File: config.mk
export PLATFORM = sky130hd
export DESIGN_NAME = pipe_hazard_ctrl_flat
export DESIGN_NICKNAME = d
export VERILOG_FILES = /design/src/rtl/pipe_hazard_ctrl_pkg.sv /design/src/rtl/pipe_hazard_ctrl_if.sv /design/src/rtl/pipe_hazard_ctrl_div_fsm.sv /design/src/rtl/pipe_hazard_ctrl.sv /design/src/flat_wrapper.sv
export SDC_FILE = /design/constraint.sdc
export NUM_CORES = 1
export LEC_CHECK = 0
export ABC_AREA = 1
export BUFFER_PORTS_ARGS = -buffer_cell sky130_fd_sc_hd__buf_2
export CORE_MARGIN = 1.5
export CORE_UTILIZATION = 30
export DETAILED_ROUTE_END_ITERATION = 8
export PLACE_DENSITY = 0.55
export SLEW_MARGIN = 20
export SYNTH_ARGS = -nofsm -noshare
export SYNTH_HDL_FRONTEND = slang
export SYNTH_HIERARCHICAL = 1
export SYNTH_SLANG_ARGS = --single-unit
export TNS_END_PERCENT = 100
File: constraint.sdc
create_clock -name clk -period 1.7 [get_ports clk]
set_input_delay 0.17 -clock clk [delete_from_list [all_inputs] [get_ports clk]]
set_output_delay 0.17 -clock clk [all_outputs]
set_load 0.03 [all_outputs]
File: src/rtl/pipe_hazard_ctrl_pkg.sv
// Shared hazard-unit definitions: forwarding select codes and divider FSM state encodings.
package pipe_hazard_ctrl_pkg;

    localparam logic [1:0] FWD_NONE = 2'b00;
    localparam logic [1:0] FWD_W    = 2'b01;
    localparam logic [1:0] FWD_M    = 2'b10;

    typedef enum logic [1:0] {
        DIV_IDLE = 2'b00,
        DIV_BUSY = 2'b01,
        DIV_DONE = 2'b10
    } divState_t;

endpackage

File: src/rtl/pipe_hazard_ctrl_if.sv
// Datapath <-> hazard unit bundle; master is the datapath side, slave is the hazard unit.
interface pipe_hazard_ctrl_if #(parameter int REG_AW = 5);

    logic [REG_AW-1:0] rs_d, rt_d, rs_e, rt_e;
    logic [REG_AW-1:0] wreg_e, wreg_m, wreg_w;
    logic wen_e, wen_m, wen_w;
    logic mem_to_reg_e, mem_to_reg_m, cp0_to_reg_e, cp0_to_reg_m;
    logic branch_d, jump_d, hilo_read_e, hilo_wen_m, div_start_e;
    logic inst_busy, data_busy, exc_m;

    logic [1:0] fwd_a_e, fwd_b_e;
    logic fwd_a_d, fwd_b_d, fwd_hilo;
    logic stall_f, stall_d, stall_e, stall_m, stall_w;
    logic flush_d, flush_e, flush_m, flush_w;
    logic div_done;

    modport master (
        output rs_d, rt_d, rs_e, rt_e, wreg_e, wreg_m, wreg_w, wen_e, wen_m, wen_w,
               mem_to_reg_e, mem_to_reg_m, cp0_to_reg_e, cp0_to_reg_m,
               branch_d, jump_d, hilo_read_e, hilo_wen_m, div_start_e,
               inst_busy, data_busy, exc_m,
        input  fwd_a_e, fwd_b_e, fwd_a_d, fwd_b_d, fwd_hilo,
               stall_f, stall_d, stall_e, stall_m, stall_w,
               flush_d, flush_e, flush_m, flush_w, div_done
    );

    modport slave (
        input  rs_d, rt_d, rs_e, rt_e, wreg_e, wreg_m, wreg_w, wen_e, wen_m, wen_w,
               mem_to_reg_e, mem_to_reg_m, cp0_to_reg_e, cp0_to_reg_m,
               branch_d, jump_d, hilo_read_e, hilo_wen_m, div_start_e,
               inst_busy, data_busy, exc_m,
        output fwd_a_e, fwd_b_e, fwd_a_d, fwd_b_d, fwd_hilo,
               stall_f, stall_d, stall_e, stall_m, stall_w,
               flush_d, flush_e, flush_m, flush_w, div_done
    );

endinterface

File: src/rtl/pipe_hazard_ctrl_div_fsm.sv
// Divider occupancy tracker: holds E for DIV_CYCLES cycles, freezes under hold, drops on abort.
//
//  state    | meaning
//  DIV_IDLE | no divide in flight; a start request stalls this cycle and launches
//  DIV_BUSY | counting down the remaining occupancy cycles
//  DIV_DONE | one-cycle result-valid pulse, always returns to idle
module hazard_div_fsm
    import pipe_hazard_ctrl_pkg::*;
#(
    parameter int DIV_CYCLES = 34
) (
    input  logic clk,
    input  logic resetn,
    input  logic start,
    input  logic hold,
    input  logic abort,
    output logic stall,
    output logic done
);

    localparam int CW = $clog2(DIV_CYCLES);
    localparam logic [CW-1:0] LOAD = CW'(DIV_CYCLES - 2);

    divState_t state, stateNext;
    logic [CW-1:0] cnt, cntNext;

    always_ff @(posedge clk or negedge resetn) begin
        if (!resetn) begin
            state <= DIV_IDLE;
            cnt   <= '0;
        end else begin
            state <= stateNext;
            cnt   <= cntNext;
        end
    end

    // Launch-cycle plus DIV_CYCLES-2 busy cycles plus the done cycle gives the full occupancy.
    always_comb begin
        stateNext = state;
        cntNext   = cnt;
        if (abort) begin
            stateNext = DIV_IDLE;
            cntNext   = '0;
        end else begin
            case (state)
                DIV_IDLE: if (start) begin
                    cntNext   = LOAD;
                    stateNext = (LOAD == '0) ? DIV_DONE : DIV_BUSY;
                end
                DIV_BUSY: if (!hold) begin
                    cntNext = cnt - 1'b1;
                    if (cnt == CW'(1)) stateNext = DIV_DONE;
                end
                DIV_DONE: stateNext = DIV_IDLE;
                default:  stateNext = DIV_IDLE;
            endcase
        end
    end

    always_comb begin
        stall = (state == DIV_BUSY) || ((state == DIV_IDLE) && start);
        done  = (state == DIV_DONE);
    end

endmodule

File: src/rtl/pipe_hazard_ctrl.sv
// Hazard unit for the 5-stage core: forwarding, data/control stalls, divider and bus stalls, deferred flush.
// HAZARD_PERF_CNT_EN adds saturating stall-cause cycle counters.
module pipe_hazard_ctrl
    import pipe_hazard_ctrl_pkg::*;
#(
    parameter int REG_AW     = 5,
    parameter int DIV_CYCLES = 34
`ifdef HAZARD_PERF_CNT_EN
  , parameter int CNT_W      = 32
`endif
) (
    input  logic clk,
    input  logic resetn,
    pipe_hazard_ctrl_if.slave hif
`ifdef HAZARD_PERF_CNT_EN
  , output logic [CNT_W-1:0] perf_lu_cnt,
    output logic [CNT_W-1:0] perf_br_cnt,
    output logic [CNT_W-1:0] perf_div_cnt,
    output logic [CNT_W-1:0] perf_bus_cnt
`endif
);

    function automatic logic regHit(input logic [REG_AW-1:0] src, input logic [REG_AW-1:0] dst,
                                    input logic wen);
        return wen && (dst != '0) && (dst == src);
    endfunction

    function automatic logic [1:0] fwdSel(input logic [REG_AW-1:0] src,
                                          input logic [REG_AW-1:0] dstM, input logic wenM,
                                          input logic [REG_AW-1:0] dstW, input logic wenW);
        if (regHit(src, dstM, wenM)) return FWD_M;
        if (regHit(src, dstW, wenW)) return FWD_W;
        return FWD_NONE;
    endfunction

    logic isLoadE, isLoadM, eHitRs, eHitRt, mHitRs, mHitRt;
    logic luHaz, brHaz, jpHaz, dStall, bStall;
    logic divStall, divDone, flushNow, flushPend, hold;

    assign isLoadE = hif.mem_to_reg_e | hif.cp0_to_reg_e;
    assign isLoadM = hif.mem_to_reg_m | hif.cp0_to_reg_m;
    assign eHitRs  = regHit(hif.rs_d, hif.wreg_e, hif.wen_e);
    assign eHitRt  = regHit(hif.rt_d, hif.wreg_e, hif.wen_e);
    assign mHitRs  = isLoadM & regHit(hif.rs_d, hif.wreg_m, hif.wen_m);
    assign mHitRt  = isLoadM & regHit(hif.rt_d, hif.wreg_m, hif.wen_m);

    assign luHaz  = isLoadE & (regHit(hif.rs_d, hif.rt_e, hif.wen_e) | regHit(hif.rt_d, hif.rt_e, hif.wen_e));
    assign brHaz  = hif.branch_d & (eHitRs | eHitRt | mHitRs | mHitRt);
    assign jpHaz  = hif.jump_d & (eHitRs | mHitRs);
    assign dStall = luHaz | brHaz | jpHaz;
    assign bStall = hif.inst_busy | hif.data_busy;

    // A flush can only fire once no bus transfer is outstanding; pending ones wait here.
    assign flushNow = (hif.exc_m | flushPend) & ~bStall;
    assign hold     = bStall;

    always_ff @(posedge clk or negedge resetn) begin
        if (!resetn)                    flushPend <= 1'b0;
        else if (flushNow)              flushPend <= 1'b0;
        else if (hif.exc_m && bStall)   flushPend <= 1'b1;
    end

    hazard_div_fsm #(.DIV_CYCLES(DIV_CYCLES)) u_div (
        .clk    (clk),
        .resetn (resetn),
        .start  (hif.div_start_e),
        .hold   (hold),
        .abort  (flushNow),
        .stall  (divStall),
        .done   (divDone)
    );

    always_comb begin
        hif.fwd_a_e  = FWD_NONE;
        hif.fwd_b_e  = FWD_NONE;
        hif.fwd_a_d  = 1'b0;
        hif.fwd_b_d  = 1'b0;
        hif.fwd_hilo = 1'b0;
        hif.stall_f  = 1'b0;
        hif.stall_d  = 1'b0;
        hif.stall_e  = 1'b0;
        hif.stall_m  = 1'b0;
        hif.stall_w  = 1'b0;
        hif.flush_d  = 1'b0;
        hif.flush_e  = 1'b0;
        hif.flush_m  = 1'b0;
        hif.flush_w  = 1'b0;
        hif.div_done = 1'b0;
        if (resetn) begin
            hif.fwd_a_e  = fwdSel(hif.rs_e, hif.wreg_m, hif.wen_m, hif.wreg_w, hif.wen_w);
            hif.fwd_b_e  = fwdSel(hif.rt_e, hif.wreg_m, hif.wen_m, hif.wreg_w, hif.wen_w);
            hif.fwd_a_d  = regHit(hif.rs_d, hif.wreg_m, hif.wen_m);
            hif.fwd_b_d  = regHit(hif.rt_d, hif.wreg_m, hif.wen_m);
            hif.fwd_hilo = hif.hilo_read_e & hif.hilo_wen_m;
            hif.div_done = divDone;
            if (flushNow) begin
                hif.flush_d = 1'b1;
                hif.flush_e = 1'b1;
                hif.flush_m = 1'b1;
                hif.flush_w = 1'b1;
            end else begin
                hif.stall_f = dStall | divStall | bStall | flushPend;
                hif.stall_d = dStall | divStall | bStall | flushPend;
                hif.stall_e = divStall | bStall | flushPend;
                hif.stall_m = divStall | bStall | flushPend;
                hif.stall_w = divStall | bStall | flushPend;
                hif.flush_e = dStall & ~bStall & ~divStall;
            end
        end
    end

`ifdef HAZARD_PERF_CNT_EN
    always_ff @(posedge clk or negedge resetn) begin
        if (!resetn) begin
            perf_lu_cnt  <= '0;
            perf_br_cnt  <= '0;
            perf_div_cnt <= '0;
            perf_bus_cnt <= '0;
        end else begin
            if (luHaz && (perf_lu_cnt != '1))             perf_lu_cnt  <= perf_lu_cnt + 1'b1;
            if ((brHaz || jpHaz) && (perf_br_cnt != '1))  perf_br_cnt  <= perf_br_cnt + 1'b1;
            if (divStall && (perf_div_cnt != '1))         perf_div_cnt <= perf_div_cnt + 1'b1;
            if (bStall && (perf_bus_cnt != '1))           perf_bus_cnt <= perf_bus_cnt + 1'b1;
        end
    end
`endif

endmodule

File: src/flat_wrapper.sv
// flat-port wrapper written by rule: the top's interface ports become plain ports
module pipe_hazard_ctrl_flat import pipe_hazard_ctrl_pkg::*;
#(
    parameter int REG_AW     = 5,
    parameter int DIV_CYCLES = 34

)
  (clk, resetn, hif_rs_d, hif_rt_d, hif_rs_e, hif_rt_e, hif_wreg_e, hif_wreg_m, hif_wreg_w, hif_wen_e, hif_wen_m, hif_wen_w, hif_mem_to_reg_e, hif_mem_to_reg_m, hif_cp0_to_reg_e, hif_cp0_to_reg_m, hif_branch_d, hif_jump_d, hif_hilo_read_e, hif_hilo_wen_m, hif_div_start_e, hif_inst_busy, hif_data_busy, hif_exc_m, hif_fwd_a_e, hif_fwd_b_e, hif_fwd_a_d, hif_fwd_b_d, hif_fwd_hilo, hif_stall_f, hif_stall_d, hif_stall_e, hif_stall_m, hif_stall_w, hif_flush_d, hif_flush_e, hif_flush_m, hif_flush_w, hif_div_done);
  pipe_hazard_ctrl_if #(.REG_AW(REG_AW)) hif_i ();
  input  logic clk;
  input  logic resetn;
  input wire logic [$bits(hif_i.rs_d)-1:0] hif_rs_d;
  input wire logic [$bits(hif_i.rt_d)-1:0] hif_rt_d;
  input wire logic [$bits(hif_i.rs_e)-1:0] hif_rs_e;
  input wire logic [$bits(hif_i.rt_e)-1:0] hif_rt_e;
  input wire logic [$bits(hif_i.wreg_e)-1:0] hif_wreg_e;
  input wire logic [$bits(hif_i.wreg_m)-1:0] hif_wreg_m;
  input wire logic [$bits(hif_i.wreg_w)-1:0] hif_wreg_w;
  input wire logic [$bits(hif_i.wen_e)-1:0] hif_wen_e;
  input wire logic [$bits(hif_i.wen_m)-1:0] hif_wen_m;
  input wire logic [$bits(hif_i.wen_w)-1:0] hif_wen_w;
  input wire logic [$bits(hif_i.mem_to_reg_e)-1:0] hif_mem_to_reg_e;
  input wire logic [$bits(hif_i.mem_to_reg_m)-1:0] hif_mem_to_reg_m;
  input wire logic [$bits(hif_i.cp0_to_reg_e)-1:0] hif_cp0_to_reg_e;
  input wire logic [$bits(hif_i.cp0_to_reg_m)-1:0] hif_cp0_to_reg_m;
  input wire logic [$bits(hif_i.branch_d)-1:0] hif_branch_d;
  input wire logic [$bits(hif_i.jump_d)-1:0] hif_jump_d;
  input wire logic [$bits(hif_i.hilo_read_e)-1:0] hif_hilo_read_e;
  input wire logic [$bits(hif_i.hilo_wen_m)-1:0] hif_hilo_wen_m;
  input wire logic [$bits(hif_i.div_start_e)-1:0] hif_div_start_e;
  input wire logic [$bits(hif_i.inst_busy)-1:0] hif_inst_busy;
  input wire logic [$bits(hif_i.data_busy)-1:0] hif_data_busy;
  input wire logic [$bits(hif_i.exc_m)-1:0] hif_exc_m;
  output wire logic [$bits(hif_i.fwd_a_e)-1:0] hif_fwd_a_e;
  output wire logic [$bits(hif_i.fwd_b_e)-1:0] hif_fwd_b_e;
  output wire logic [$bits(hif_i.fwd_a_d)-1:0] hif_fwd_a_d;
  output wire logic [$bits(hif_i.fwd_b_d)-1:0] hif_fwd_b_d;
  output wire logic [$bits(hif_i.fwd_hilo)-1:0] hif_fwd_hilo;
  output wire logic [$bits(hif_i.stall_f)-1:0] hif_stall_f;
  output wire logic [$bits(hif_i.stall_d)-1:0] hif_stall_d;
  output wire logic [$bits(hif_i.stall_e)-1:0] hif_stall_e;
  output wire logic [$bits(hif_i.stall_m)-1:0] hif_stall_m;
  output wire logic [$bits(hif_i.stall_w)-1:0] hif_stall_w;
  output wire logic [$bits(hif_i.flush_d)-1:0] hif_flush_d;
  output wire logic [$bits(hif_i.flush_e)-1:0] hif_flush_e;
  output wire logic [$bits(hif_i.flush_m)-1:0] hif_flush_m;
  output wire logic [$bits(hif_i.flush_w)-1:0] hif_flush_w;
  output wire logic [$bits(hif_i.div_done)-1:0] hif_div_done;
  assign hif_i.rs_d = hif_rs_d;
  assign hif_i.rt_d = hif_rt_d;
  assign hif_i.rs_e = hif_rs_e;
  assign hif_i.rt_e = hif_rt_e;
  assign hif_i.wreg_e = hif_wreg_e;
  assign hif_i.wreg_m = hif_wreg_m;
  assign hif_i.wreg_w = hif_wreg_w;
  assign hif_i.wen_e = hif_wen_e;
  assign hif_i.wen_m = hif_wen_m;
  assign hif_i.wen_w = hif_wen_w;
  assign hif_i.mem_to_reg_e = hif_mem_to_reg_e;
  assign hif_i.mem_to_reg_m = hif_mem_to_reg_m;
  assign hif_i.cp0_to_reg_e = hif_cp0_to_reg_e;
  assign hif_i.cp0_to_reg_m = hif_cp0_to_reg_m;
  assign hif_i.branch_d = hif_branch_d;
  assign hif_i.jump_d = hif_jump_d;
  assign hif_i.hilo_read_e = hif_hilo_read_e;
  assign hif_i.hilo_wen_m = hif_hilo_wen_m;
  assign hif_i.div_start_e = hif_div_start_e;
  assign hif_i.inst_busy = hif_inst_busy;
  assign hif_i.data_busy = hif_data_busy;
  assign hif_i.exc_m = hif_exc_m;
  assign hif_fwd_a_e = hif_i.fwd_a_e;
  assign hif_fwd_b_e = hif_i.fwd_b_e;
  assign hif_fwd_a_d = hif_i.fwd_a_d;
  assign hif_fwd_b_d = hif_i.fwd_b_d;
  assign hif_fwd_hilo = hif_i.fwd_hilo;
  assign hif_stall_f = hif_i.stall_f;
  assign hif_stall_d = hif_i.stall_d;
  assign hif_stall_e = hif_i.stall_e;
  assign hif_stall_m = hif_i.stall_m;
  assign hif_stall_w = hif_i.stall_w;
  assign hif_flush_d = hif_i.flush_d;
  assign hif_flush_e = hif_i.flush_e;
  assign hif_flush_m = hif_i.flush_m;
  assign hif_flush_w = hif_i.flush_w;
  assign hif_div_done = hif_i.div_done;
  pipe_hazard_ctrl #(.REG_AW(REG_AW), .DIV_CYCLES(DIV_CYCLES)) u_core (.clk(clk), .resetn(resetn), .hif(hif_i));
endmodule
# Yosys cells after proc, flatten, opt, wreduce, memory -nomap -nowiden
# Index checks and enable logic that the tools add are counted.
[word_totals]
in_bits = 52
ff_bits = 9
output_inout_bits = 17
elab_cells = 116
[op_classes]
reduce_logical = 26
bitwise = 27
n_addsub = 1
eq_ne = 16
n_mux = 43
[ops]
columns = ["operator", "n"]
rows = [
  ["$eq 5x5->1", 10],
  ["$mux 2", 14],
  ["$mux 1", 24],
  ["$reduce_bool 5->1", 4],
  ["$mux 6", 3],
  ["$logic_and 1x1->1", 16],
  ["$or 1x1->1", 16],
  ["$pmux 6 s2", 1],
  ["$and 1x1->1", 9],
  ["$eq 6x1->1 const B", 1],
  ["$ne 3x2->1 const B", 2],
  ["$reduce_and 3->1", 2],
  ["$sub 6x1->6 const B", 1],
  ["$pmux 2 s2", 1],
  ["$ne 3x3->1 const B", 1],
  ["$reduce_bool 3->1", 1],
  ["$eq 2x1->1 const B", 1],
  ["$eq 2x2->1 const B", 1],
  ["$logic_not 2->1", 1],
  ["$not 1->1", 2],
  ["$reduce_bool 2->1", 1],
  ["$logic_or 1x1->1", 1],
]

# Logic depth before layout (Yosys ltp)
# Gate-level depths: netlist of the first run.
[logic_depth]
depth_word = 14
depth_mapped = 12
mapped_depth_nobuf = 11

# By module
# The synthesis of the first run kept the hierarchy.
[modules_own_cells]
columns = ["module", "n_inst", "seq_area_each_um2", "cells_each", "area_per_inst_um2"]
rows = [
  ["pipe_hazard_ctrl", 1, 25.0, 188, 1031.0],
  ["hazard_div_fsm", 1, 200.2, 83, 629.4],
]

# Worst setup path before layout of the first run
# No wires, ideal clock.
[synth_timing]
kind = "input port to output port"
startpoint = "input port hif_data_busy"
endpoint = "output port hif_flush_e"
stages = 7
t_required_ps = 1530
n_path_buf = 0
arrival_ps = 1728
path_slack_ps = -198
cell_sequence = "nor2_1 inv_1 a21oi_1 inv_1 nor2_1 inv_1 nand2_1"
[synth_via]
elab_cells_between_ends = 7
classes_between = "2 x mux; 5 x bitwise"
[synth_lines]
columns = ["element", "line", "source"]
rows = [
  ["from (decl)", "flat_wrapper.sv:32", "input wire logic [$bits(hif_i.data_busy)-1:0] hif_data_busy;"],
  ["$or 1x1->1", "pipe_hazard_ctrl.sv:51", "assign bStall = hif.inst_busy | hif.data_busy;"],
  ["via u_core.bStall", "pipe_hazard_ctrl.sv:37", "logic luHaz, brHaz, jpHaz, dStall, bStall;"],
  ["$not 1->1", "pipe_hazard_ctrl.sv:54", "assign flushNow = (hif.exc_m | flushPend) & ~bStall;"],
  ["$and 1x1->1", "pipe_hazard_ctrl.sv:54", ""],
  ["via u_core.flushNow", "pipe_hazard_ctrl.sv:38", "logic divStall, divDone, flushNow, flushPend, hold;"],
  ["$mux 1", "pipe_hazard_ctrl.sv:96", "if (flushNow) begin"],
  ["$mux 1", "pipe_hazard_ctrl.sv:89", "if (resetn) begin"],
  ["to (decl)", "flat_wrapper.sv:45", "output wire logic [$bits(hif_i.flush_e)-1:0] hif_flush_e;"],
]
# The timed path passes the listed nets, and every way through them passes these cells.

# Final worst setup path of the first run
[layout_timing]
startpoint = "register u_core.u_div.state[0]"
endpoint = "output port hif_stall_f"
[layout_via]
elab_chain_len = 8
elab_cells_between_ends = 9
classes_between = "1 x eq/ne; 2 x mux; 3 x bitwise; 3 x reduce/logical"
[layout_rtl]
columns = ["element", "line", "source"]
rows = [
  ["from (decl)", "pipe_hazard_ctrl_div_fsm.sv:24", "divState_t state, stateNext;"],
  ["from (signal assigned)", "pipe_hazard_ctrl_div_fsm.sv:32", "state <= stateNext;"],
  ["$logic_not 2->1", "pipe_hazard_ctrl_div_fsm.sv:61", "stall = (state == DIV_BUSY) || ((state == DIV_IDLE) && start);"],
  ["$logic_and 1x1->1", "pipe_hazard_ctrl_div_fsm.sv:61", ""],
  ["$logic_or 1x1->1 *", "pipe_hazard_ctrl_div_fsm.sv:61", ""],
  ["via u_core.divStall", "pipe_hazard_ctrl.sv:38", ""],
  ["$or 1x1->1 * (3 in a row)", "pipe_hazard_ctrl.sv:102", "hif.stall_f = dStall | divStall | bStall | flushPend;"],
  ["$mux 1 *", "pipe_hazard_ctrl.sv:96", ""],
  ["$mux 1 *", "pipe_hazard_ctrl.sv:89", ""],
  ["to (decl)", "flat_wrapper.sv:39", "output wire logic [$bits(hif_i.stall_f)-1:0] hif_stall_f;"],
]
# Mark *: on every way through the listed nets, which the timed path passes. The rest lies on a longest branch.

==> results of run 1 <==
[routing by layer]
metal  global-route usage (%)  part of all wire (%)  vias to the layer above
met5                        0                     0                        -
met1                     20.2                    49                      782
li1                         -                     -                      979
met2                     24.4                    45                       62
met4                     1.82                  0.31                        0
met3                     2.82                   5.8                        2
[synth_stat cells (all sizes together), types with 2 or more instances]
cell type / instances / area share, %
nand4: 6 / 2.3
or2: 5 / 1.9
dfrtp: 9 / 14
buf: 9 / 3.8
xnor2: 12 / 6.3
o211ai: 2 / 0.90
nand2: 83 / 22
o21ai: 4 / 1.9
xor2: 17 / 9.0
o22ai: 2 / 0.75
inv: 40 / 9.2
ha: 2 / 1.5
nor2: 37 / 11
a21oi: 11 / 3.5
nor3: 6 / 2.1
nand3: 21 / 7.5
nor4: 2 / 1.5
[cells by family (layout without fill, tap and decap cells)]
family	after synthesis	after routing
AND/OR/NAND/NOR	160	160
buffers and inverters	49	117
XOR/XNOR	29	29
AO/OA/AOI/OAI	22	22
flip-flops	9	9
adder cells (fa/ha/maj)	2	2
[area by class of cell]
cell class,count,area share [%]
multi-input cells,213,57.9
repair buffers,73,18.3
inverters,40,7.13
well taps,70,4.09
clock buffers,4,2.10
flip-flops and latches,9,10.5
[timing repair]
| action | 4_1_cts | 5_1_grt |
|---|---|---|
| hold buffers | 1 | 0 |
| buffers inserted | 0 | 1 |
| setup endpoints to repair | 0 | 7 |
| resized for setup | 0 | 7 |
| endpoints found under the hold margin | 9 | 0 |
[worst min-delay path, stage by stage]
cell and delay (ns):
buf_2 0.07, nor2_1 0.04, a21oi_1 0.10
[state kept, by name, indices dropped and copies added, names as in the netlist]
register            flops
u_core/u_div/cnt        6
u_core/flushPend        1
u_core/u_div/state      2
[final timing paths]
path	to	depth (start not counted)	startpoint	slack [ns]
setup / recovery	hif_stall_f	7	u_core/u_div/state[0]	0.08
hold reg to reg	u_core/u_div/cnt[4]	2	u_core/u_div/cnt[4]	0.52
max in group asynchronous	u_core/u_div/state[1]	3	resetn	1.16
setup reg to reg	u_core/u_div/state[0]	8	u_core/flushPend	0.30
min in group asynchronous	u_core/u_div/cnt[1]	3	resetn	0.40
hold / removal	u_core/flushPend	3	hif_inst_busy	0.19
[per-stage QoR]
stage	util [%]	hold slack [ns]
final	41.1	0.185
after global routing	41.1	0.206
after CTS	40.5	0.187
after detailed placement	39.4	0.123
after global placement	39.4	0.122
after floorplan	-	-0.126
[power by group through the flow]
stage | clock (W) | combinational [W] | sequential (W)
finish | 0.000256 | 0.00116 | 0.000378
global route | 0.000278 | 0.00130 | 0.000389
CTS | 0.000264 | 0.00114 | 0.000378
detailed placement | 0 | 0.00112 | 0.000380
global placement | 0 | 0.00112 | 0.000380
floorplan | 0 | 0.000900 | 0.000350
==> results.sh, run 1 <==
export IMPL_rsz0062_at_grt="true"
export IMPL_vias=1825
export IMPL_grt_max_degree=13
export IMPL_syn_nets=325
export IMPL_synth_seq_area_share_pct=13.6
export IMPL_synthSimpleGateAreaFrac_pct=48.0
export IMPL_io_buffers=68
export IMPL_fin_tns_setup_ns=0
export IMPL_dp_hpwl_um=3780
export IMPL_power_w=0.00179
export IMPL_cts_made_buffers=3
export IMPL_drive_above_1_share_pct=34.2
export IMPL_netlist_instances=271
export IMPL_arrival_ns=1.45
export IMPL_die_h_um=77.4
export IMPL_ir_drop_mv=0.484
export IMPL_layout_common_cells="nand2_1 (73), buf_2 (65), inv_1 (36), nor2_1 (27)"
export IMPL_ios=69
export IMPL_setup_viol=0
export IMPL_slew_viol_final=0
export IMPL_slew_headroom_pct=74.9
export IMPL_post_synth_num_cell_types=35
export IMPL_place_congestion=0.884
export IMPL_syn_area_per_cell_um2=6.13
export IMPL_rows=26
export IMPL_finalInstanceArea_um2=2140
export IMPL_h_tree_depth=1
export IMPL_required_ns=1.53
export IMPL_cap_violations=0
export IMPL_synth_compound_area_share_pct=8.59
export IMPL_synth_area_um2=1660
export IMPL_synth_top_family_by_area="simple AND/OR/NAND/NOR gates"
export IMPL_drcViolationCount=0
export IMPL_area_sequential_um2=225
export IMPL_nNetsFinal=394
export IMPL_grt_antenna_before_repair=0
export IMPL_fin_ws_ns=0.0819
export IMPL_wl_per_cell_um=11.0
export IMPL_clkLatencyLatePin_ns=0.23
export IMPL_core_um2=5200
export IMPL_root_buffer="clkbuf_8"
export IMPL_die_area_um2=5990
export IMPL_synth_mux_area_fraction_pct=0
export IMPL_synth_seq_cells=9
export IMPL_first_pass_iters=4
export IMPL_endpoint_kind="primary output"
export IMPL_ys_flop_type="dfrtp_1"
export IMPL_skew_ns=0.00203
export IMPL_ys_warn_count=6
export IMPL_cts_tree="done"
export IMPL_finalCritPeriodShare_pct=95.2
export IMPL_final_common_cell="nand2_1"
export IMPL_min_path_type="input pin to register"
export IMPL_clk_pin_slew_ns=0.05
export IMPL_worstPathCellList="inv_2 > a21oi_2 > nor2_1 > nand2_1 > nor2_2 > nor2_2 > buf_2"
export IMPL_p_switching_w=0.000893
export IMPL_cp_common_cell="nor2_2"
export IMPL_ys_async_sr_fraction_pct=100
export IMPL_critPathSlowestCell="dfrtp_1"
export IMPL_grt_pass1_vias=1579
export IMPL_multi_input_area_um2=1240
export IMPL_vias_per_cell=4.46
export IMPL_path_class="register to primary output"
export IMPL_power_density_nw_per_um2=838
export IMPL_clockBufferDepth=2
export IMPL_switching_share_pct=49.8
export IMPL_start_util_pct=31.9
export IMPL_combPwrFrac_pct=64.6
export IMPL_die_w_um=77.4
export IMPL_cp_top_family="flip-flops"
export IMPL_seqPwrFrac_pct=21.1
export IMPL_fin_crit_ns=1.62
export IMPL_fmax_mhz=618
export IMPL_cts_sink_count=9
export IMPL_synth_xor_area_share_pct=15.3
export IMPL_diodes=0
export IMPL_place_inst=403
export IMPL_cpPeakStageDelay_ns=0.41
export IMPL_pre_cts_ws_ns=0.181
export IMPL_track_usage_pct=14.7
export IMPL_outcome="complete, no violations"
export IMPL_grt_pass1_wl_um=7220
export IMPL_synthToLayoutAreaGrowth_pct=28.9
export IMPL_final_cells=409
export IMPL_p_int_w=0.000900
export IMPL_overflow=0
export IMPL_yosys_area_share_adder_pct=1.51
export IMPL_fill_cells=588
export IMPL_hold_viol=0
export IMPL_start_kind="register"
export IMPL_finalWirelength_um=4510
export IMPL_critPathMaxFanout=4
export IMPL_drt_iter0_markers=74
export IMPL_drtAntennaViolNets=0
export IMPL_p_leak_nw=1.15
export IMPL_tightest_slew_ns=0.373
export IMPL_worst_path_buf_inv=2
export IMPL_placed_area_um2=2050
export IMPL_clock_power_share_pct=14.3
export IMPL_synth_edff_count=0
Power figures use the tool's default switching activity.
==> inputs of run 2 (changes only) <==
- CORE_UTILIZATION: 30 -> 45
- PLACE_DENSITY: 0.55 -> 0.77
==> run 2 against run 1 <==
- total power fell by 1.0%
- final area grew 0.58%
- clock-buffer cell count unchanged
- fmax is 0.85% lower
- largest cell class unchanged
- combinational power hardly changed
- critical path type unchanged
- clock power is essentially flat
- clock skew about the same
==> results.sh, run 2 (synthesized netlist as in run 1, its figures left out) <==
export IMPL_overflow=0
export IMPL_grt_pass1_wl_um=7570
export IMPL_finalCritPeriodShare_pct=96.0
export IMPL_fmax_mhz=613
export IMPL_die_h_um=63.7
export IMPL_ios=69
export IMPL_outcome="complete, no violations"
export IMPL_cap_violations=0
export IMPL_ir_drop_mv=0.570
export IMPL_die_w_um=63.7
export IMPL_drcViolationCount=0
export IMPL_largest_reg_flops=6
export IMPL_rows=21
export IMPL_start_util_pct=48.2
export IMPL_largestRegisters="u_core/u_div/cnt x6, u_core/u_div/state x2, u_core/flushPend x1"
export IMPL_cts_sink_count=9
export IMPL_vias_per_cell=4.88
export IMPL_die_area_um2=4060
export IMPL_grt_antenna_before_repair=0
export IMPL_place_congestion=1.03
export IMPL_finalWirelength_um=4280
export IMPL_endpoint_kind="primary output"
export IMPL_critPathMaxFanout=5
export IMPL_slew_viol_final=0
export IMPL_vias=1907
export IMPL_drt_iter0_markers=69
export IMPL_p_leak_nw=1.18
export IMPL_io_buffers=68
export IMPL_rsz0062_at_grt="false"
export IMPL_first_pass_iters=4
export IMPL_fin_tns_setup_ns=0
export IMPL_clkLatencyLatePin_ns=0.24
export IMPL_worstSetupEndpoint="hif_stall_f"
export IMPL_worst_hold_slack_ns=0.193
export IMPL_reg2reg_from="u_core/flushPend"
export IMPL_grt_pass1_vias=1729
export IMPL_hold_viol=0
export IMPL_drive_above_1_share_pct=35.7
export IMPL_cts_made_buffers=3
export IMPL_slew_headroom_pct=76.2
export IMPL_fin_crit_ns=1.63
export IMPL_dp_hpwl_um=3490
export IMPL_final_common_cell="nand2_1"
export IMPL_clk_pin_slew_ns=0.05
export IMPL_power_density_nw_per_um2=824
export IMPL_h_tree_depth=1
export IMPL_wl_per_cell_um=10.9
export IMPL_skew_ns=0.00238
export IMPL_crit_path_start="u_core/u_div/state[0]"
export IMPL_diodes=0
export IMPL_tightest_slew_ns=0.354
export IMPL_setup_viol=0
export IMPL_reg2reg_to="u_core/u_div/state[0]"
export IMPL_min_path_type="input pin to register"
export IMPL_required_ns=1.53
export IMPL_r2r_cells=8
export IMPL_rrSetupSlack_ns=0.33
export IMPL_clockBufferDepth=2
export IMPL_core_um2=3440
export IMPL_cts_tree="done"
export IMPL_root_buffer="clkbuf_8"
export IMPL_path_class="register to primary output"
export IMPL_synthToLayoutAreaGrowth_pct=29.7
export IMPL_track_usage_pct=22.8
export IMPL_layout_common_cells="nand2_1 (73), buf_2 (64), inv_1 (36), nor2_1 (26)"
export IMPL_nNetsFinal=400
export IMPL_grt_max_degree=13
export IMPL_regMostFlops="u_core/u_div/cnt"
export IMPL_start_kind="register"
export IMPL_drtAntennaViolNets=0
export IMPL_arrival_ns=1.46
-- run 2: cell types whose count changed in the layout (fill, tap and decap cells not counted), sizes merged --
cell    previous run  this run
clkbuf             7         8
buf               69        74
-- run 2: area by class of cell --
cell class / count / area [µm²]
fillers: 366 / 1290
multi-input cells: 213 / 1230
repair buffers: 79 / 439
flip-flops and latches: 9 / 225
inverters: 40 / 153
well taps: 46 / 57.6
clock buffers: 4 / 45.0
-- run 2: worst min path at each step --
stage | startpoint | end | slack [ns] | cells past startpoint
after floorplan | resetn | u_core/flushPend | -0.13 | 0
after global placement | resetn | u_core/u_div/cnt[1] | 0.12 | 2
after detailed placement | resetn | u_core/u_div/cnt[1] | 0.12 | 2
after CTS | hif_inst_busy | u_core/flushPend | 0.20 | 3
after global routing | hif_exc_m | u_core/flushPend | 0.22 | 3
final | hif_inst_busy | u_core/flushPend | 0.19 | 3
-- run 2: repair_timing --
item	in CTS	in global routing
resized for setup	0	8
setup buffers	0	7
setup endpoints to repair	0	6
hold buffers	1	0
endpoints found under the hold margin	9	0
-- run 2: routing by layer --
layer	vias up	routed length [µm]	share of wire [%]	track usage [%]
met5	-	0	0	0
met4	0	60	1.4	6.79
met3	9	209	4.9	3.70
met2	58	1960	46	37.8
met1	848	2050	48	30.3
li1	992	-	-	-
-- run 2: worst max-delay path, stage by stage (launching register included) --
cell     delay [ns]
dfrtp_1        0.43
inv_2          0.15
a21oi_2        0.08
nor2_2         0.16
nand2_1        0.09
nor2_2         0.12
nor2_2         0.04
buf_2          0.17
-- run 2: through the flow --
stage          worst slack (ns)  total power (W)  util (%)  area, µm²  std cells
3_5_place_dp              0.204          0.00149      58.8       2020        379
4_1_cts                  0.0325          0.00176      60.4       2080        384
3_3_place_gp              0.232          0.00147      58.8       2020        379
5_1_grt                 0.00234          0.00196      62.6       2150        391
6_report                 0.0681          0.00177      62.6       2150        391
2_1_floorplan            0.0662          0.00125         -       1670        271
-- run 2: where the power goes --
group / internal (W) / total [W] / switching (W)
clock network: 0.000164 / 0.000256 / 0.0000919
logic: 0.000444 / 0.00113 / 0.000691
registers: 0.000289 / 0.000384 / 0.0000953
==> inputs of run 3 (changes only) <==
- CORE_UTILIZATION: 45 -> 49
- CTS_CLUSTER_SIZE: unset -> 14
- PLACE_DENSITY: 0.77 -> 0.82
==> run 3 against run 2 <==
- setup slack gained 0.022 ns
- sequential power decreased by 1%
- clock power decreased by 32%
- register-to-register slack hardly changed
- final cell count shrank 1.8%
- largest cell class unchanged
- largest power group unchanged
- highest routed layer unchanged
==> results.sh, run 3 (synthesized netlist as in run 1, its figures left out) <==
export IMPL_outcome="complete, no violations"
export IMPL_clkLatencyLatePin_ns=0.27
export IMPL_arrival_ns=1.44
export IMPL_slew_headroom_pct=76.2
export IMPL_ios=69
export IMPL_vias=1893
export IMPL_die_w_um=61.2
export IMPL_grt_pass1_vias=1692
export IMPL_cts_tree="done"
export IMPL_required_ns=1.53
export IMPL_largest_reg_flops=6
export IMPL_rsz0062_at_grt="false"
export IMPL_critPathSlowestCell="dfrtp_1"
export IMPL_nNetsFinal=395
export IMPL_dp_hpwl_um=3500
export IMPL_start_kind="register"
export IMPL_h_tree_depth=1
export IMPL_worst_path_buf_inv=2
export IMPL_fin_tns_setup_ns=0
export IMPL_clockBufferDepth=2
export IMPL_path_depth=7
export IMPL_drive_above_1_share_pct=34.4
export IMPL_ir_drop_mv=0.603
export IMPL_pre_cts_ws_ns=0.180
export IMPL_die_h_um=61.2
export IMPL_hold_viol=0
export IMPL_critPathMaxFanout=4
export IMPL_start_util_pct=53.1
export IMPL_final_cells=384
export IMPL_first_pass_iters=4
export IMPL_diodes=0
export IMPL_core_um2=3130
export IMPL_io_buffers=68
export IMPL_root_buffer="clkbuf_4"
export IMPL_grt_antenna_before_repair=0
export IMPL_reg2reg_from="u_core/flushPend"
export IMPL_finalCritPeriodShare_pct=94.7
export IMPL_power_w=0.00172
export IMPL_path_class="register to primary output"
export IMPL_crit_path_start="u_core/u_div/state[0]"
export IMPL_layout_common_cells="nand2_1 (73), buf_2 (67), inv_1 (36), nor2_1 (27)"
export IMPL_wl_per_cell_um=11.0
export IMPL_drt_iter0_markers=86
export IMPL_drtAntennaViolNets=0
export IMPL_min_delay_path_depth=3
export IMPL_place_congestion=1.01
export IMPL_fin_ws_ns=0.0899
export IMPL_slew_viol_final=0
export IMPL_cpPeakStageDelay_ns=0.43
export IMPL_fmax_mhz=621
export IMPL_overflow=0
export IMPL_cap_violations=0
export IMPL_placed_area_um2=2020
export IMPL_tightest_slew_ns=0.357
export IMPL_finalInstanceArea_um2=2090
export IMPL_track_usage_pct=24.6
export IMPL_endpoint_kind="primary output"
export IMPL_setup_viol=0
export IMPL_grt_max_degree=13
export IMPL_rows=20
export IMPL_cp_common_cell="nor2_2"
export IMPL_fill_cells=299
export IMPL_cts_sink_count=9
export IMPL_r2r_cells=8
export IMPL_finalWirelength_um=4220
export IMPL_grt_pass1_wl_um=7060
export IMPL_power_density_nw_per_um2=820
export IMPL_min_from="hif_inst_busy"
export IMPL_min_path_type="input pin to register"
export IMPL_final_common_cell="nand2_1"
export IMPL_cts_made_buffers=3
export IMPL_regMostFlops="u_core/u_div/cnt"
export IMPL_clk_pin_slew_ns=0.06
export IMPL_synthToLayoutAreaGrowth_pct=26.0
export IMPL_die_area_um2=3750
export IMPL_vias_per_cell=4.93
export IMPL_drcViolationCount=0
export IMPL_cp_top_family="flip-flops"
export IMPL_p_leak_nw=1.15
export IMPL_worstPathCellList="inv_2 > a21oi_2 > nor2_1 > nand2_1 > nor2_2 > nor2_2 > buf_2"
export IMPL_skew_ns=0.000299
export IMPL_place_inst=377
export IMPL_fin_crit_ns=1.61
export IMPL_largestRegisters="u_core/u_div/cnt x6, u_core/u_div/state x2, u_core/flushPend x1"
==> run 3: cell count changes in the layout (fill, tap and decap cells not counted), sizes merged <==
cell	change
clkbuf	-3
buf	-2
==> run 3: metrics by stage <==
stage | util [%] | hold WS [ns]
floorplan | - | -0.126
global placement | 64.6 | 0.114
detailed placement | 64.6 | 0.122
CTS | 65.8 | 0.148
global route | 66.9 | 0.176
finish | 66.9 | 0.155
==> run 3: repair_timing <==
item	4_1_cts	5_1_grt
buffers inserted	0	2
endpoints found under the hold margin	9	0
hold buffers	1	0
setup endpoints to repair	0	6
gates resized for setup	0	5
==> run 3: routing by layer <==
layer,vias to the layer above,wire (µm),track usage (%)
li1,984,-,-
met1,838,1950,33.3
met2,66,1980,41.8
met3,5,255,3.36
met4,0,37,4.66
met5,-,0,0
==> run 3: layout make-up <==
| class | count | area (µm²) | area share (%) |
|---|---|---|---|
| timing repair buffer | 74 | 394 | 18.8 |
| clock buffer | 4 | 26.3 | 1.26 |
| sequential | 9 | 225 | 10.8 |
| multi-input combinational | 213 | 1240 | 59.2 |
| tap | 44 | 55.1 | 2.63 |
| inverter | 40 | 153 | 7.30 |
==> run 3: power by group <==
part | internal, W | switching, W | total (W)
logic | 0.000458 | 0.000705 | 0.00116
registers | 0.000288 | 0.0000919 | 0.000380
clock network | 0.0000909 | 0.0000821 | 0.000173
total | 0.000837 | 0.000879 | 0.00172
==> run 3: worst register-to-register path: cells and delay by family (launching register included) <==
kind	cells	cell delay (ns)
buf+inv	2	0.28
simple gates	5	0.59
flops	1	0.36
compound gates	1	0.09
==> run 3: path summary, 6_finish.rpt <==
| path | end | slack [ns] |
|---|---|---|
| setup / recovery | hif_stall_f | 0.09 |
| hold / removal | u_core/flushPend | 0.16 |
| max in group asynchronous | u_core/flushPend | 1.21 |
| min in group asynchronous | u_core/u_div/cnt[5] | 0.37 |
| hold reg to reg | u_core/u_div/cnt[5] | 0.52 |
| setup reg to reg | u_core/u_div/state[0] | 0.33 |
